$ cat src/rtl/gs_pkg.sv
// Shared types for the gs_* arbitration blocks.
package gs_pkg;

  typedef enum logic {
    ARB_FIXED = 1'b0,
    ARB_RR    = 1'b1
  } arb_mode_e;

endpackage

$ cat src/rtl/gs_arb_mux_if.sv
// Handshake bundle for gs_arb_mux: N request channels in, one registered beat out.
interface gs_arb_mux_if #(
  parameter int N_IN       = 3,
  parameter int DATA_WIDTH = 32
);
  localparam int SEL_WIDTH = $clog2(N_IN);

  logic [N_IN-1:0]       in_valid;
  logic [DATA_WIDTH-1:0] in_data [N_IN];
  logic [N_IN-1:0]       in_ready;
  logic                  out_valid;
  logic [DATA_WIDTH-1:0] out_data;
  logic [SEL_WIDTH-1:0]  out_sel;
  logic                  out_ready;

  modport master (
    output in_valid, in_data, out_ready,
    input  in_ready, out_valid, out_data, out_sel
  );

  modport slave (
    input  in_valid, in_data, out_ready,
    output in_ready, out_valid, out_data, out_sel
  );
endinterface

$ cat src/rtl/gs_rr_arbiter.sv
// Combinational round-robin arbiter: one-hot grant to the first requester at or after ptr.
module gs_rr_arbiter #(
  parameter int N_IN      = 3,
  parameter int SEL_WIDTH = $clog2(N_IN)
) (
  input  logic [N_IN-1:0]      req,
  input  logic [SEL_WIDTH-1:0] ptr,
  output logic [N_IN-1:0]      gnt
);

  logic [2*N_IN-1:0] req_dbl;
  logic              found;

  // Doubling the request vector turns the wrap-around search into a plain
  // lowest-index search over positions at or above ptr.
  always_comb begin
    req_dbl = {req, req};
    gnt     = '0;
    found   = 1'b0;
    for (int i = 0; i < 2 * N_IN; i++) begin
      if (!found && req_dbl[i] && (i >= int'(ptr))) begin
        gnt[i % N_IN] = 1'b1;
        found         = 1'b1;
      end
    end
  end

endmodule

$ cat src/rtl/gs_arb_mux.sv
// N-input arbitrated mux with a single registered output beat and valid/ready on every port.
module gs_arb_mux
  import gs_pkg::*;
#(
  parameter int        N_IN       = 3,
  parameter int        DATA_WIDTH = 32,
  parameter arb_mode_e ARB_MODE   = ARB_RR
) (
  input logic         clk,
  input logic         rst,
  gs_arb_mux_if.slave bus
);

  localparam int                   SEL_WIDTH = $clog2(N_IN);
  localparam logic [SEL_WIDTH-1:0] LAST_IDX  = SEL_WIDTH'(N_IN - 1);

  function automatic logic [SEL_WIDTH-1:0] onehot_to_idx(input logic [N_IN-1:0] oh);
    logic [SEL_WIDTH-1:0] idx;
    idx = '0;
    for (int i = 0; i < N_IN; i++) begin
      if (oh[i]) idx = idx | SEL_WIDTH'(i);
    end
    return idx;
  endfunction

  logic [SEL_WIDTH-1:0]  ptr_q, ptr_d;
  logic                  out_valid_q, out_valid_d;
  logic [DATA_WIDTH-1:0] out_data_q, out_data_d;
  logic [SEL_WIDTH-1:0]  out_sel_q, out_sel_d;

  logic [N_IN-1:0]       rr_gnt;
  logic [N_IN-1:0]       fixed_gnt;
  logic [N_IN-1:0]       grant;
  logic [N_IN-1:0]       ready;
  logic                  can_load;
  logic                  xfer;
  logic [SEL_WIDTH-1:0]  win_idx;

  gs_rr_arbiter #(
    .N_IN      (N_IN),
    .SEL_WIDTH (SEL_WIDTH)
  ) u_rr_arbiter (
    .req (bus.in_valid),
    .ptr (ptr_q),
    .gnt (rr_gnt)
  );

  always_comb begin
    fixed_gnt = '0;
    for (int i = N_IN - 1; i >= 0; i--) begin
      if (bus.in_valid[i]) fixed_gnt = N_IN'(1) << i;
    end
  end

  // The output register can take a new beat when empty or being drained this cycle.
  always_comb begin
    grant    = (ARB_MODE == ARB_RR) ? rr_gnt : fixed_gnt;
    can_load = !out_valid_q || bus.out_ready;
    ready    = (can_load && !rst) ? grant : '0;
    xfer     = |ready;
    win_idx  = onehot_to_idx(ready);
  end

  always_comb begin
    ptr_d       = ptr_q;
    out_valid_d = out_valid_q;
    out_data_d  = out_data_q;
    out_sel_d   = out_sel_q;
    if (xfer) begin
      out_valid_d = 1'b1;
      out_data_d  = bus.in_data[win_idx];
      out_sel_d   = win_idx;
      if (ARB_MODE == ARB_RR) begin
        ptr_d = (win_idx == LAST_IDX) ? '0 : win_idx + 1'b1;
      end else begin
        ptr_d = '0;
      end
    end else if (can_load) begin
      out_valid_d = 1'b0;
    end
  end

  always_ff @(posedge clk) begin
    if (rst) begin
      ptr_q       <= '0;
      out_valid_q <= 1'b0;
      out_data_q  <= '0;
      out_sel_q   <= '0;
    end else begin
      ptr_q       <= ptr_d;
      out_valid_q <= out_valid_d;
      out_data_q  <= out_data_d;
      out_sel_q   <= out_sel_d;
    end
  end

  assign bus.in_ready  = ready;
  assign bus.out_valid = out_valid_q;
  assign bus.out_data  = out_data_q;
  assign bus.out_sel   = out_sel_q;

  a_ready_onehot0: assert property (@(posedge clk) $onehot0(ready));

  a_stall_stable: assert property (@(posedge clk) disable iff (rst)
    (out_valid_q && !bus.out_ready) |=> ($stable(out_data_q) && $stable(out_sel_q)));

  a_sel_range: assert property (@(posedge clk) int'(out_sel_q) < N_IN);

endmodule

$ cat src/flat_wrapper.sv
// flat-port wrapper written by rule: the top's interface ports become plain ports
module gs_arb_mux_flat import gs_pkg::*;
#(
  parameter int        N_IN       = 3,
  parameter int        DATA_WIDTH = 32,
  parameter arb_mode_e ARB_MODE   = ARB_RR
)
  (clk, rst, bus_in_valid, bus_in_data, bus_out_ready, bus_in_ready, bus_out_valid, bus_out_data, bus_out_sel);
  gs_arb_mux_if #(.N_IN(N_IN), .DATA_WIDTH(DATA_WIDTH)) bus_i ();
  input logic clk;
  input logic rst;
  input wire logic [$bits(bus_i.in_valid)-1:0] bus_in_valid;
  input wire logic [$bits(bus_i.in_data)-1:0] bus_in_data;
  input wire logic [$bits(bus_i.out_ready)-1:0] bus_out_ready;
  output wire logic [$bits(bus_i.in_ready)-1:0] bus_in_ready;
  output wire logic [$bits(bus_i.out_valid)-1:0] bus_out_valid;
  output wire logic [$bits(bus_i.out_data)-1:0] bus_out_data;
  output wire logic [$bits(bus_i.out_sel)-1:0] bus_out_sel;
  assign bus_i.in_valid = bus_in_valid;
  assign bus_i.in_data = {>>{bus_in_data}};
  assign bus_i.out_ready = bus_out_ready;
  assign bus_in_ready = bus_i.in_ready;
  assign bus_out_valid = bus_i.out_valid;
  assign bus_out_data = bus_i.out_data;
  assign bus_out_sel = bus_i.out_sel;
  gs_arb_mux #(.N_IN(N_IN), .DATA_WIDTH(DATA_WIDTH), .ARB_MODE(ARB_MODE)) u_core (.clk(clk), .rst(rst), .bus(bus_i));
endmodule
$ cat config.mk
export PLATFORM = sky130hd
export DESIGN_NAME = gs_arb_mux_flat
export DESIGN_NICKNAME = d
export VERILOG_FILES = /design/src/rtl/gs_pkg.sv /design/src/rtl/gs_arb_mux_if.sv /design/src/rtl/gs_rr_arbiter.sv /design/src/rtl/gs_arb_mux.sv /design/src/flat_wrapper.sv
export SDC_FILE = /design/constraint.sdc
export NUM_CORES = 1
export LEC_CHECK = 0
export ABC_AREA = 1
export CORE_ASPECT_RATIO = 0.6
export CORE_UTILIZATION = 39
export DETAILED_ROUTE_END_ITERATION = 6
export PLACE_DENSITY = 0.85
export SYNTH_ARGS = -nofsm -noshare
export SYNTH_HDL_FRONTEND = slang
export SYNTH_HIERARCHICAL = 1
export SYNTH_SLANG_ARGS = --single-unit
$ cat constraint.sdc
create_clock -name clk -period 1.8 [get_ports clk]
set_input_delay 0.27 -clock clk [delete_from_list [all_inputs] [get_ports clk]]
set_output_delay 0.27 -clock clk [all_outputs]
set_load 0.005 [all_outputs]
==> results.md <==
- Final hold vios: 0
- Mean routed wirelength per cell: 13.8 µm
- Die H: 63.8 µm
- Failing checks: setup timing
- Setup crit end: u_core/bus.out_data[23]
- Area of the die: 6690 µm²
- Place WS: -0.357 ns
- RR Startpoint: u_core/ptr_q[1]
- Vias in the first global route: 2868
- CTS H-tree lvls: 2
- Reg2Reg Depth: 12
- Syn nets: 505
- DIE WIDTH: 105 µm
- GRT Resource Usage Total: 24.3%
- Type of the most critical hold path: flop to flop
- EDFF count, synth: 0
- Outcome: finished with violations
- Mapped Avg Cell Area: 6.15 µm²
- Synth warn: 6
- HPWL Detailed: 5920 µm
- RSZ-0062 raised after global routing: true
- CP endpoint kind: flop
- Async set-reset flop share out of synthesis: 0%
- Row Count: 22
- WS Path Type: flop to flop
- Post-synthesis cell area: 2480 µm²
- FMAX: 0.532 GHz
- CTS Root Cell: clkbuf_8
- Io pins: 140
- CP Buf/Inv Count: 4
- Post-Route M1 WL: 3950 µm
- Final Skew: 0.00333 ns
- Post-synth top flop: dfxtp_1
- Crit path required time: 2.01 ns
- Placed cell areas: 4040 µm²
- Pin count of the biggest net entering global routing: 33
- Power per cell area: 635 nW/µm²
- Synth top area cells: dfxtp_1 30%, nand2_1 23%, nor2_1 8.9%
- Vias/cell: 4.78
- Slowest cell on the critical path: dfxtp_4
- Critical Path Stages: 12
- Worst-path maximum fanout: 7
- Most common cell in the netlist: nand2_1
- I/O Buffers: 139
- Final worst slack: -0.0785 ns
- Reg clk slew, reported paths: 0.07 ns
- Fillers: 514
- Placed cell count: 626
- Slew @ Worst Pin: 0.377 ns
- Commonest cells in the netlist: 154 x nand2_1, 59 x nor2_1, 37 x dfxtp_1, 37 x inv_1, 17 x a21oi_1
- Max incr delay on CP: 0.38 ns
- First-pass DRT Iterations: 4
- Crit path from: u_core/ptr_q[1]
- Metal2 WL: 4070 µm
- Synthesis-stage register bit count: 37
- First-pass GRT wire length: 13100 µm
- Gr ovfl total: 0
- Worst R2R End: u_core/bus.out_data[23]
- Starting Density: 40.6%
- Top Family by Delay on Critical Path: simple AND/OR/NAND/NOR gates
- IR drop worst, VDD: 0.329 mV
- Vias post-DR: 3097
- Worst path cell trace: nor2_2, nand2_2, nand2_2, a21oi_2, buf_4, buf_6, buf_6, nand4_1, clkbuf_16, nor2_2, nor2_1, a21oi_1
- Relative slew margins: 74.9%
- Min Tclk post-route: 1.88 ns
- Top Metal Used: met4
- Cell taking the most area after synthesis: dfxtp_1
- Final setup viols: 14
- Startpoint Class: flop
- Non-Filler Instances: 648
- Yosys cell types: 26
- CTS max path bufs: 2
- Reg2reg setup slack: -0.08 ns
- Max-Cap Viols: 0
- Core area: 6110 µm²
- Initial antenna violation count: 0
- CTS sink cnt: 37
- Seq/Total Area, Yosys: 29.9%
- # diodes: 0
- Initial DRC Count: 184
- Final period util: 104%
- Static Leakage: 2.08 nW
- Gate Count Post-Synth: 403
- Fin area: 4410 µm²
- Worst Path Arrival: 2.09 ns
- Routability cong.: 0.830
- Worst-Skew Late Latency: 0.28 ns
- Final antenna-violating net count: 0
- # DRC: 0
- Final nets: 665
- Area share of the largest cell type after synthesis: 29.9%
- Hold buffers post-CTS: 0
- TritonCTS Buffers: 5
- Layout area overhead: 77.6%
- WL final: 8920 µm
- Fraction of layout cells with a size suffix above 1: 17.6%
- Met3 routed WL: 807 µm
- CTS tree: done
- Final-report max-slew violation count: 0
## where the power goes
| part | internal [mW] | leakage [nW] | total, mW | switching, mW |
|---|---|---|---|---|
| Sequential | 0.929 | 0.308 | 0.994 | 0.0652 |
| Combinational | 0.686 | 1.73 | 1.24 | 0.554 |
| Clock | 0.269 | 0.0450 | 0.565 | 0.297 |
| Total | 1.88 | 2.08 | 2.80 | 0.916 |
## layout by cell type, fill, tap and decap left out, types with 3 or more instances in the layout
master	instances
a21oi_1	16
buf_12	5
buf_4	21
buf_6	7
clkbuf_8	5
clkdlybuf4s50_1	133
dfxtp_1	35
dlygate4sd2_1	3
inv_1	36
nand2_1	150
nand2_2	6
nand2_4	4
nand3_1	15
nand4_1	15
nor2_1	46
nor2_2	15
nor2_4	9
o21ai_0	4
o21ai_1	9
o21ai_2	8
## registers in the layout (all words and copies together) (netlist names)
| name | cells |
|---|---|
| u_core/bus.out_valid | 1 |
| u_core/bus.out_sel | 2 |
| u_core/ptr_q | 2 |
| u_core/bus.out_data | 32 |
## per-layer routing
| layer | vias up | track usage (%) |
|---|---|---|
| li1 | 1574 | - |
| met5 | - | 0 |
| met3 | 11 | 7.04 |
| met4 | 0 | 4.40 |
| met2 | 124 | 41.6 |
| met1 | 1388 | 30.8 |
## metrics by stage
| step | util (%) | power, mW | hold slack, ns | setup TNS, ns |
|---|---|---|---|---|
| after floorplan | - | 1.53 | 0.339 | 0 |
| after global placement | 66.1 | 2.10 | 0.457 | -10.61 |
| after detailed placement | 66.1 | 2.13 | 0.462 | -11.95 |
| after CTS | 67.9 | 2.70 | 0.474 | 0 |
| after global routing | 72.1 | 2.98 | 0.509 | -2.28 |
| final | 72.1 | 2.80 | 0.472 | -0.531 |
## worst min-delay path by stage
stage,start,endpoint,depth (start not counted)
2_1_floorplan,rst,u_core/bus.out_valid,1
3_3_place_gp,u_core/bus.out_sel[0],u_core/bus.out_sel[0],2
3_5_place_dp,u_core/bus.out_sel[1],u_core/bus.out_sel[1],2
4_1_cts,u_core/bus.out_sel[1],u_core/bus.out_sel[1],2
5_1_grt,u_core/bus.out_sel[1],u_core/bus.out_sel[1],2
6_report,u_core/bus.out_sel[1],u_core/bus.out_sel[1],2
## what timing repair did
action | 4_1_cts | 5_1_grt
gates cloned | 0 | 5
pin swaps | 6 | 23
setup endpoints to repair | 21 | 37
gates resized for setup | 11 | 45
buffers inserted | 3 | 6
## cell families (layout without fill, tap and decap cells)
logic type      after synthesis  in the layout  synth area share, %
simple gates                262            265                 46.3
buf+inv                      63            221                 12.9
flops                        37             37                 29.9
compound gates               41             41                 10.9
## tightest hold or removal path: cells and delay by family, from the launching register on
family / cells / cell delay (ns)
flip-flops: 1 / 0.32
AND/OR/NAND/NOR: 1 / 0.06
AO/OA/AOI/OAI: 1 / 0.06
## layout make-up
type                            count  area, µm²  share of cell area [%]
Inverter                           39        151                    3.44
Sequential cell                    37        746                    16.9
Clock buffer                        6       72.6                    1.65
Clock inverter                      2       10.0                   0.227
Timing Repair Buffer              174       1770                    40.2
Tap cell                           84        105                    2.39
Multi-Input combinational cell    306       1550                    35.1
Note: power is estimated with default switching activity, not from simulation.
